--- config.mk ---
export PLATFORM = sky130hd
export DESIGN_NAME = nn_layer_engine
export DESIGN_NICKNAME = d
export VERILOG_FILES = /design/src/rtl/nn_layer_engine.sv
export SDC_FILE = /design/constraint.sdc
export NUM_CORES = 1
export LEC_CHECK = 0
export BUFFER_PORTS_ARGS = -buffer_cell sky130_fd_sc_hd__buf_4
export CAP_MARGIN = 20
export CORE_UTILIZATION = 45
export DETAILED_ROUTE_END_ITERATION = 7
export SLEW_MARGIN = 10
export SYNTH_ARGS = -nofsm -noshare
export SYNTH_HDL_FRONTEND = slang
export SYNTH_SLANG_ARGS = --single-unit
--- constraint.sdc ---
create_clock -name clk -period 7.5 [get_ports clk]
set_clock_uncertainty 0.1 [all_clocks]
set_input_delay 0 -clock clk [delete_from_list [all_inputs] [get_ports clk]]
set_output_delay 0 -clock clk [all_outputs]
set_load 0.02 [all_outputs]
--- src/rtl/nn_layer_engine.sv ---
// Fully-connected layer engine: streams pixels and weights one MAC per cycle and
// stores one saturated, optionally ReLU-clamped result per output neuron.
module nn_layer_engine #(
  parameter int N_INPUTS  = 784,
  parameter int N_OUTPUTS = 10,
  parameter int DATA_W    = 16,
  parameter int ACC_W     = 40,
  parameter int RES_W     = 17,
  parameter int PIX_AW    = 11,
  parameter int WGT_AW    = 14,
  parameter int OUT_AW    = 4
) (
  input  logic              clk,
  input  logic              rst,
  input  logic              start_calc,
  input  logic              relu_en,
  output logic [PIX_AW-1:0] pixel_addr,
  input  logic [DATA_W-1:0] pixel_q,
  output logic [WGT_AW-1:0] weight_addr,
  input  logic [DATA_W-1:0] weight_q,
  input  logic [OUT_AW-1:0] result_addr,
  output logic [RES_W-1:0]  result_data,
  output logic              busy,
  output logic              done_calc
);

  localparam int PROD_W = 2 * DATA_W + 1;
  localparam int CNT_W  = $clog2(N_INPUTS + 1);
  localparam logic [PIX_AW-1:0] PIX_LAST = PIX_AW'(N_INPUTS - 1);
  localparam logic [CNT_W-1:0]  CNT_LAST = CNT_W'(N_INPUTS - 1);
  localparam logic [OUT_AW-1:0] O_LAST   = OUT_AW'(N_OUTPUTS - 1);
  localparam logic signed [ACC_W-1:0] SAT_MAX = {{(ACC_W-RES_W+1){1'b0}}, {(RES_W-1){1'b1}}};
  localparam logic signed [ACC_W-1:0] SAT_MIN = {{(ACC_W-RES_W+1){1'b1}}, {(RES_W-1){1'b0}}};

  if (N_OUTPUTS * N_INPUTS > (1 << WGT_AW)) begin : g_wgt_aw_chk
    $error("nn_layer_engine: weight memory does not fit WGT_AW");
  end
  if (N_INPUTS > (1 << PIX_AW)) begin : g_pix_aw_chk
    $error("nn_layer_engine: pixel memory does not fit PIX_AW");
  end
  if (N_OUTPUTS > (1 << OUT_AW)) begin : g_out_aw_chk
    $error("nn_layer_engine: result bank does not fit OUT_AW");
  end

  typedef enum logic [1:0] {
    S_IDLE  = 2'd0,
    S_LOAD  = 2'd1,
    S_MAC   = 2'd2,
    S_STORE = 2'd3
  } state_t;

  state_t                    state_q, state_d;
  logic                      busy_q, busy_d;
  logic                      done_q, done_d;
  logic                      accept_q, accept_d;
  logic                      relu_q, relu_d;
  logic [OUT_AW-1:0]         o_q, o_d;
  logic [CNT_W-1:0]          cnt_q, cnt_d;
  logic [PIX_AW-1:0]         pix_addr_q, pix_addr_d;
  logic [WGT_AW-1:0]         wgt_addr_q, wgt_addr_d;
  logic signed [ACC_W-1:0]   acc_q, acc_d;
  logic [RES_W-1:0]          bank_q [N_OUTPUTS];
  logic [RES_W-1:0]          bank_d [N_OUTPUTS];

  logic signed [PROD_W-1:0]  w_ext_s, p_ext_s, prod_s;
  logic signed [ACC_W-1:0]   prod_acc_s;
  logic [RES_W-1:0]          store_val_s;

  // Both operands extended to the full product width so the multiply is exact
  assign w_ext_s    = {{(PROD_W-DATA_W){weight_q[DATA_W-1]}}, weight_q};
  assign p_ext_s    = {{(PROD_W-DATA_W){1'b0}}, pixel_q};
  assign prod_s     = w_ext_s * p_ext_s;
  assign prod_acc_s = {{(ACC_W-PROD_W){prod_s[PROD_W-1]}}, prod_s};

  // Saturate the accumulator to the result range, then apply the latched ReLU mode
  always_comb begin
    store_val_s = acc_q[RES_W-1:0];
    if (acc_q > SAT_MAX) begin
      store_val_s = SAT_MAX[RES_W-1:0];
    end else if (acc_q < SAT_MIN) begin
      store_val_s = SAT_MIN[RES_W-1:0];
    end else begin
      store_val_s = acc_q[RES_W-1:0];
    end
    if (relu_q && store_val_s[RES_W-1]) begin
      store_val_s = {RES_W{1'b0}};
    end else begin
      store_val_s = store_val_s;
    end
  end

  // Next-state logic for the layer sequencer and its registered outputs
  always_comb begin
    state_d    = state_q;
    busy_d     = busy_q;
    done_d     = done_q;
    relu_d     = relu_q;
    o_d        = o_q;
    cnt_d      = cnt_q;
    pix_addr_d = pix_addr_q;
    wgt_addr_d = wgt_addr_q;
    acc_d      = acc_q;
    bank_d     = bank_q;
    case (state_q)
      S_IDLE: begin
        if (accept_q) begin
          state_d    = S_LOAD;
          busy_d     = 1'b1;
          done_d     = 1'b0;
          relu_d     = relu_en;
          o_d        = {OUT_AW{1'b0}};
          acc_d      = {ACC_W{1'b0}};
          pix_addr_d = {PIX_AW{1'b0}};
          wgt_addr_d = {WGT_AW{1'b0}};
        end else begin
          state_d = S_IDLE;
        end
      end
      S_LOAD: begin
        state_d = S_MAC;
        cnt_d   = {CNT_W{1'b0}};
        acc_d   = {ACC_W{1'b0}};
        if (pix_addr_q < PIX_LAST) begin
          pix_addr_d = pix_addr_q + PIX_AW'(1'b1);
          wgt_addr_d = wgt_addr_q + WGT_AW'(1'b1);
        end else begin
          pix_addr_d = pix_addr_q;
        end
      end
      S_MAC: begin
        // Memory data lags the issued address by one cycle, so the last address is held once
        acc_d = acc_q + prod_acc_s;
        cnt_d = cnt_q + CNT_W'(1'b1);
        if (pix_addr_q < PIX_LAST) begin
          pix_addr_d = pix_addr_q + PIX_AW'(1'b1);
          wgt_addr_d = wgt_addr_q + WGT_AW'(1'b1);
        end else begin
          pix_addr_d = pix_addr_q;
        end
        if (cnt_q == CNT_LAST) begin
          state_d = S_STORE;
        end else begin
          state_d = S_MAC;
        end
      end
      S_STORE: begin
        bank_d[o_q] = store_val_s;
        if (o_q == O_LAST) begin
          state_d    = S_IDLE;
          busy_d     = 1'b0;
          done_d     = 1'b1;
          pix_addr_d = {PIX_AW{1'b0}};
          wgt_addr_d = {WGT_AW{1'b0}};
        end else begin
          state_d    = S_LOAD;
          o_d        = o_q + OUT_AW'(1'b1);
          acc_d      = {ACC_W{1'b0}};
          pix_addr_d = {PIX_AW{1'b0}};
          wgt_addr_d = wgt_addr_q + WGT_AW'(1'b1);
        end
      end
      default: begin
        state_d = S_IDLE;
        busy_d  = 1'b0;
      end
    endcase
    // A start request is only captured when the engine will be idle, so requests during a run are dropped
    accept_d = start_calc && (state_d == S_IDLE);
  end

  // State and datapath registers with synchronous reset
  always_ff @(posedge clk) begin
    if (rst) begin
      state_q    <= S_IDLE;
      busy_q     <= 1'b0;
      done_q     <= 1'b0;
      accept_q   <= 1'b0;
      relu_q     <= 1'b0;
      o_q        <= {OUT_AW{1'b0}};
      cnt_q      <= {CNT_W{1'b0}};
      pix_addr_q <= {PIX_AW{1'b0}};
      wgt_addr_q <= {WGT_AW{1'b0}};
      acc_q      <= {ACC_W{1'b0}};
      for (int i = 0; i < N_OUTPUTS; i++) begin
        bank_q[i] <= {RES_W{1'b0}};
      end
    end else begin
      state_q    <= state_d;
      busy_q     <= busy_d;
      done_q     <= done_d;
      accept_q   <= accept_d;
      relu_q     <= relu_d;
      o_q        <= o_d;
      cnt_q      <= cnt_d;
      pix_addr_q <= pix_addr_d;
      wgt_addr_q <= wgt_addr_d;
      acc_q      <= acc_d;
      for (int i = 0; i < N_OUTPUTS; i++) begin
        bank_q[i] <= bank_d[i];
      end
    end
  end

  // Combinational bank read; indices past the last neuron read as zero
  always_comb begin
    if (int'(result_addr) < N_OUTPUTS) begin
      result_data = bank_q[result_addr];
    end else begin
      result_data = {RES_W{1'b0}};
    end
  end

  assign pixel_addr  = pix_addr_q;
  assign weight_addr = wgt_addr_q;
  assign busy        = busy_q;
  assign done_calc   = done_q;

endmodule
# Word level (Yosys, flattened, before mapping)
# Cells that the tools add are included.
op_classes:
  addsub: 5
  n_mux: 34
  eq_ne: 9
  n_bitwise: 2
  reduce_logical: 13
  multipliers: 1
  magnitude_cmp: 7
op_table:
  columns: ["cell", "count"]
  rows:
  - ["170-bit bitwise mux", 1]
  - ["40-bit one-hot mux with 4 select lines", 1]
  - ["17-bit 2-to-1 mux", 7]
  - ["40-bit 2-to-1 mux", 2]
  - ["17-bit binary-select mux with 4-bit select", 1]
  - ["17-bit demux with 4-bit select", 1]
  - ["14-bit 2-to-1 mux", 3]
  - ["14-bit one-hot mux with 3 select lines", 1]
  - ["40-bit by 33-bit adder with 40-bit output", 1]
  - ["40-bit by 17-bit > comparator with 1-bit output, second input constant", 1]
  - ["40-bit by 17-bit < comparator with 1-bit output, second input constant", 1]
  - ["16-bit by 17-bit multiplier with 33-bit output", 1]
  - ["11-bit one-hot mux with 3 select lines", 1]
  - ["11-bit 2-to-1 mux", 2]
  - ["10-bit one-hot mux with 2 select lines", 1]
  - ["14-bit by 1-bit adder with 14-bit output, second input constant", 1]
  - ["11-bit by 1-bit adder with 11-bit output, second input constant", 1]
  - ["11-bit by 10-bit < comparator with 1-bit output, second input constant", 1]
  - ["10-bit by 1-bit adder with 10-bit output, second input constant", 1]
  - ["10-bit equality test, second input constant", 1]
  - ["5-bit >= comparator, second input constant", 2]
  - ["4-bit inverter with 5-bit output", 2]
  - ["4-bit 2-to-1 mux", 2]
  - ["2-bit one-hot mux with 4 select lines", 1]
  - ["other kinds (17)", 34]
totals:
  input_bits: 40
  regBits: 255
  output_inout_bits: 44

# Longest topological paths before layout
logic_depth:
  word_depth: 6
  ltp_mapped: 24
  mapped_depth_nobuf: 22

# Worst setup path after synthesis
# No wires, ideal clock.
synth_timing:
  path_type: "in2reg"
  startpoint: "input port weight_q[15]"
  endpoint: "register acc_q[39]"
  path_slack_ns: 1.718
  cell_stages: 21
  t_arrival_ns: 5.564
  setup_time_ns: 0.117
  n_path_buf: 2
  path_cell_list: "inv_1 -> clkbuf_1 -> nor2_1 -> fa_1 -> fa_1 -> fa_1 -> fa_1 -> fa_1 -> inv_1 -> fa_1 -> inv_1 -> ha_1 -> buf_6 -> a21o_1 -> a21oi_1 -> o21bai_1 -> a311o_1 -> a211o_1 -> o21ai_2 -> nand4_1 -> a32o_1"
synth_between:
  elab_chain_len: 3
synth_lines:
  columns: ["item", "line_no", "source"]
  rows:
  - ["start, declared", "20", "input logic [DATA_W-1:0] weight_q,"]
  - ["16-bit by 17-bit multiplier with 33-bit output", "72", "assign prod_s = w_ext_s * p_ext_s;"]
  - ["40-bit by 33-bit adder with 40-bit output", "132", "acc_d = acc_q + prod_acc_s;"]
  - ["40-bit one-hot mux with 4 select lines", "104", "case (state_q)"]
  - ["end signal, assigned", "183", "acc_q <= {ACC_W{1'b0}};"]
  - ["end, declared", "61", "logic signed [ACC_W-1:0] acc_q, acc_d;"]
# No other way between the ends.
# A chain may end at the register's enable or synchronous reset.

# Final worst setup path
layout_timing:
  startpoint: "input port weight_q[15]"
  endpoint: "register acc_q[34]"
# Same word-level chain as after synthesis.

==> results.json <==
{
  "cp-start-kind": "primary input",
  "yosysWarnings": 0,
  "required_ps": 7820,
  "ys_top_cells_by_area": "dfxtp_1 (24%), fa_1 (21%), nand2_1 (9.6%)",
  "synth_top_area_share_pct": 23.68,
  "synth_nets": 2980,
  "setup_viol_count_final": 0,
  "post_cts_buffers": 0,
  "synth_edf_count": 0,
  "period_share_pct": 77.21,
  "crit_path_cell_trace": "buf_4, inv_1, nor2_1, fa_1, fa_1, fa_1, fa_1, fa_1, inv_1, fa_1, inv_1, ha_1, a21o_1, a311oi_2, a211oi_1, a311oi_2, o31ai_2, a31oi_1, mux2i_1, nand2_1",
  "yosysMostFrequentCell": "nand2_1",
  "min_path_type": "primary input to register",
  "synthTopCellsByCount": "nand2_1 (554), inv_1 (349), dfxtp_1 (255)",
  "violations": "design-rule violations",
  "drive_gt1_share_pct": 8.623,
  "h-tree-depth": 1,
  "wl_per_cell_um": 17.05,
  "grt_pass1_vias": 17720,
  "cp.arrival_ps": 6110,
  "clock_path_buffers": 3,
  "die_y_um": 220.9,
  "core_area_um2": 46850,
  "syn-cell-area_um2": 21550,
  "numCtsBuffers": 26,
  "grt_pass1_wl_um": 90760,
  "final_nets": 2959,
  "areaGrowthSynthToFinish_pct": 8.266,
  "min_period_ps": 5791,
  "cp-end-kind": "register",
  "setup_tns_ps": 0,
  "ys_ff_latch": 255,
  "grt_max_degree": 129,
  "ys.flop_type": "dfxtp_1",
  "rsz0062_at_grt": "no",
  "portBuffers": 83,
  "row_count": 79,
  "slew_headroom_pct": 32.09,
  "cpMostUsedCell": "fa_1",
  "antenna_cells": 0,
  "wirelength_um": 54060,
  "antenna_found_initial": 0,
  "rr_worst_depth": 18,
  "critical_path.endpoint": "acc_q[34]",
  "drc": 1,
  "gp_congestion": 0.8277,
  "synthArstFlopShare_pct": 0,
  "clk_latency_ps": 550,
  "drv_cap": 0,
  "vias": 17220,
  "grt_remaining_overflow": 0,
  "synthCells": 2565,
  "drtAntennaViolNets": 0,
  "rrSetupSlack_ps": 1850,
  "dp_hpwl_um": 39560,
  "root_buffer": "clkbuf_16",
  "slew_viol_final": 0,
  "cts.clk_slew.worst_paths_ps": 70,
  "finalHoldViolations": 0,
  "die_area_um2": 48780,
  "critPathSlowestCell": "fa_1",
  "drt_iter0_drc": 1340,
  "critPathMaxStageDelay_ps": 540,
  "cp_max_fo": 15,
  "initial_core_util_pct": 46.00,
  "cts_tree": "yes",
  "crit_buf_inv": 4,
  "seq_area_frac_synth_pct": 23.68,
  "rr_startpoint": "acc_q[15]",
  "r2r_end": "acc_q[34]",
  "synth_area_leader_cell": "dfxtp_1",
  "dpl_cell_area_um2": 22420,
  "worst_slew_pin_slew_ps": 1019,
  "avgViaCountPerCell": 5.432,
  "die_w_um": 220.9,
  "critPathTopFamily": "adder cells",
  "max_freq_mhz": 172.7,
  "fin_area_um2": 23340,
  "grt_usage_pct": 22.59,
  "status": "finished, violations left",
  "path_depth": 20,
  "io_pins": 84,
  "synth.avg_cell_area_um2": 8.403,
  "first_pass_iters": 7,
  "cts.sinks": 255,
  "hold_ws_ps": 107.0,
  "synth.distinct_cells": 75,
  "startpoint": "weight_q[15]",
  "path_class": "primary input to register"
}
## layer usage
metal / wire, um / vias to the layer above / global-route usage, %
met3: 2518 / 113 / 2.669
met2: 26310 / 449 / 38.64
li1: - / 8170 / -
met5: 0 / - / 0
met1: 23700 / 8488 / 30.07
met4: 1531 / 0 / 6.542
## worst min-delay path, cell delays in order
cell and delay (ps):
buf_4 210, and2_1 180, ha_1 120, nand3_1 60, a21oi_1 130
## layout by cell type (no fill, tap or decap), types with 4 or more instances in the layout
cell type and count:
a211oi_1 5, a21o_1 29, a21oi_1 240, a221oi_1 18, a22o_1 4, a22oi_1 15
a31oi_1 9, and2_1 128, and3_1 16, and4_1 4, buf_4 92, clkbuf_16 26
clkbuf_8 10, clkinv_2 4, dfxtp_1 255, fa_1 227, ha_1 148, inv_1 349
mux2_2 17, mux4_2 34, nand2_1 554, nand2b_1 8, nand3_1 22, nand4_1 24
nor2_1 108, nor2_2 6, nor2_4 10, nor2b_1 9, nor3_1 9, nor4_1 8
o21a_1 7, o21ai_0 27, o21ai_1 5, o21bai_1 6, o31a_1 4, or3_1 6
xnor2_1 21, xor2_1 35
## worst min path at each step
stage	startpoint	endpoint	cells after the start
2_1_floorplan	relu_en	relu_q	2
5_1_grt	weight_q[1]	acc_q[1]	5
3_3_place_gp	relu_en	relu_q	3
6_report	weight_q[1]	acc_q[1]	5
4_1_cts	weight_q[15]	acc_q[39]	5
3_5_place_dp	relu_en	relu_q	3
## metrics by stage
step	std cells	utilization (%)	setup slack (ps)
after global placement	3120	47.85	1339
after detailed placement	3120	47.85	1207
final	3170	49.81	1709
after floorplan	2565	-	1718
after CTS	3170	49.81	1756
after global routing	3170	49.81	1440
## flip-flops by register name, indices dropped and copies added, names as in the netlist
name / count
relu_q: 1
cnt_q: 10
o_q: 4
bank_q: 170
acc_q: 40
pixel_addr: 11
state_q: 2
busy: 1
accept_q: 1
weight_addr: 14
done_calc: 1
## kinds of logic (layout without fill, tap and decap cells)
family,count (synthesis),in the layout,share of synthesized area (%)
compound gates,402,402,11.35
buf+inv,495,493,8.870
xor+xnor,56,56,2.275
mux,54,54,4.580
fa+ha+maj,375,375,29.67
simple gates,928,928,19.57
flops,255,255,23.68
## area by class of cell
class | count | area [um2]
clock buffers | 38 | 795.8
clock inverters | 9 | 92.59
fillers | 4487 | 23520
inverters | 350 | 1314
multi-input cells | 1815 | 14540
flip-flops and latches | 255 | 5105
well taps | 607 | 759.5
repair buffers | 96 | 732.0
## timing repair
item | in CTS | in global routing
hold endpoints to repair | 115 | 0
hold buffers | 3 | 0
gates resized for setup | 0 | 0
Power is not shown: default switching activity piles up to over one toggle a cycle in this logic, so the estimate is an artifact.
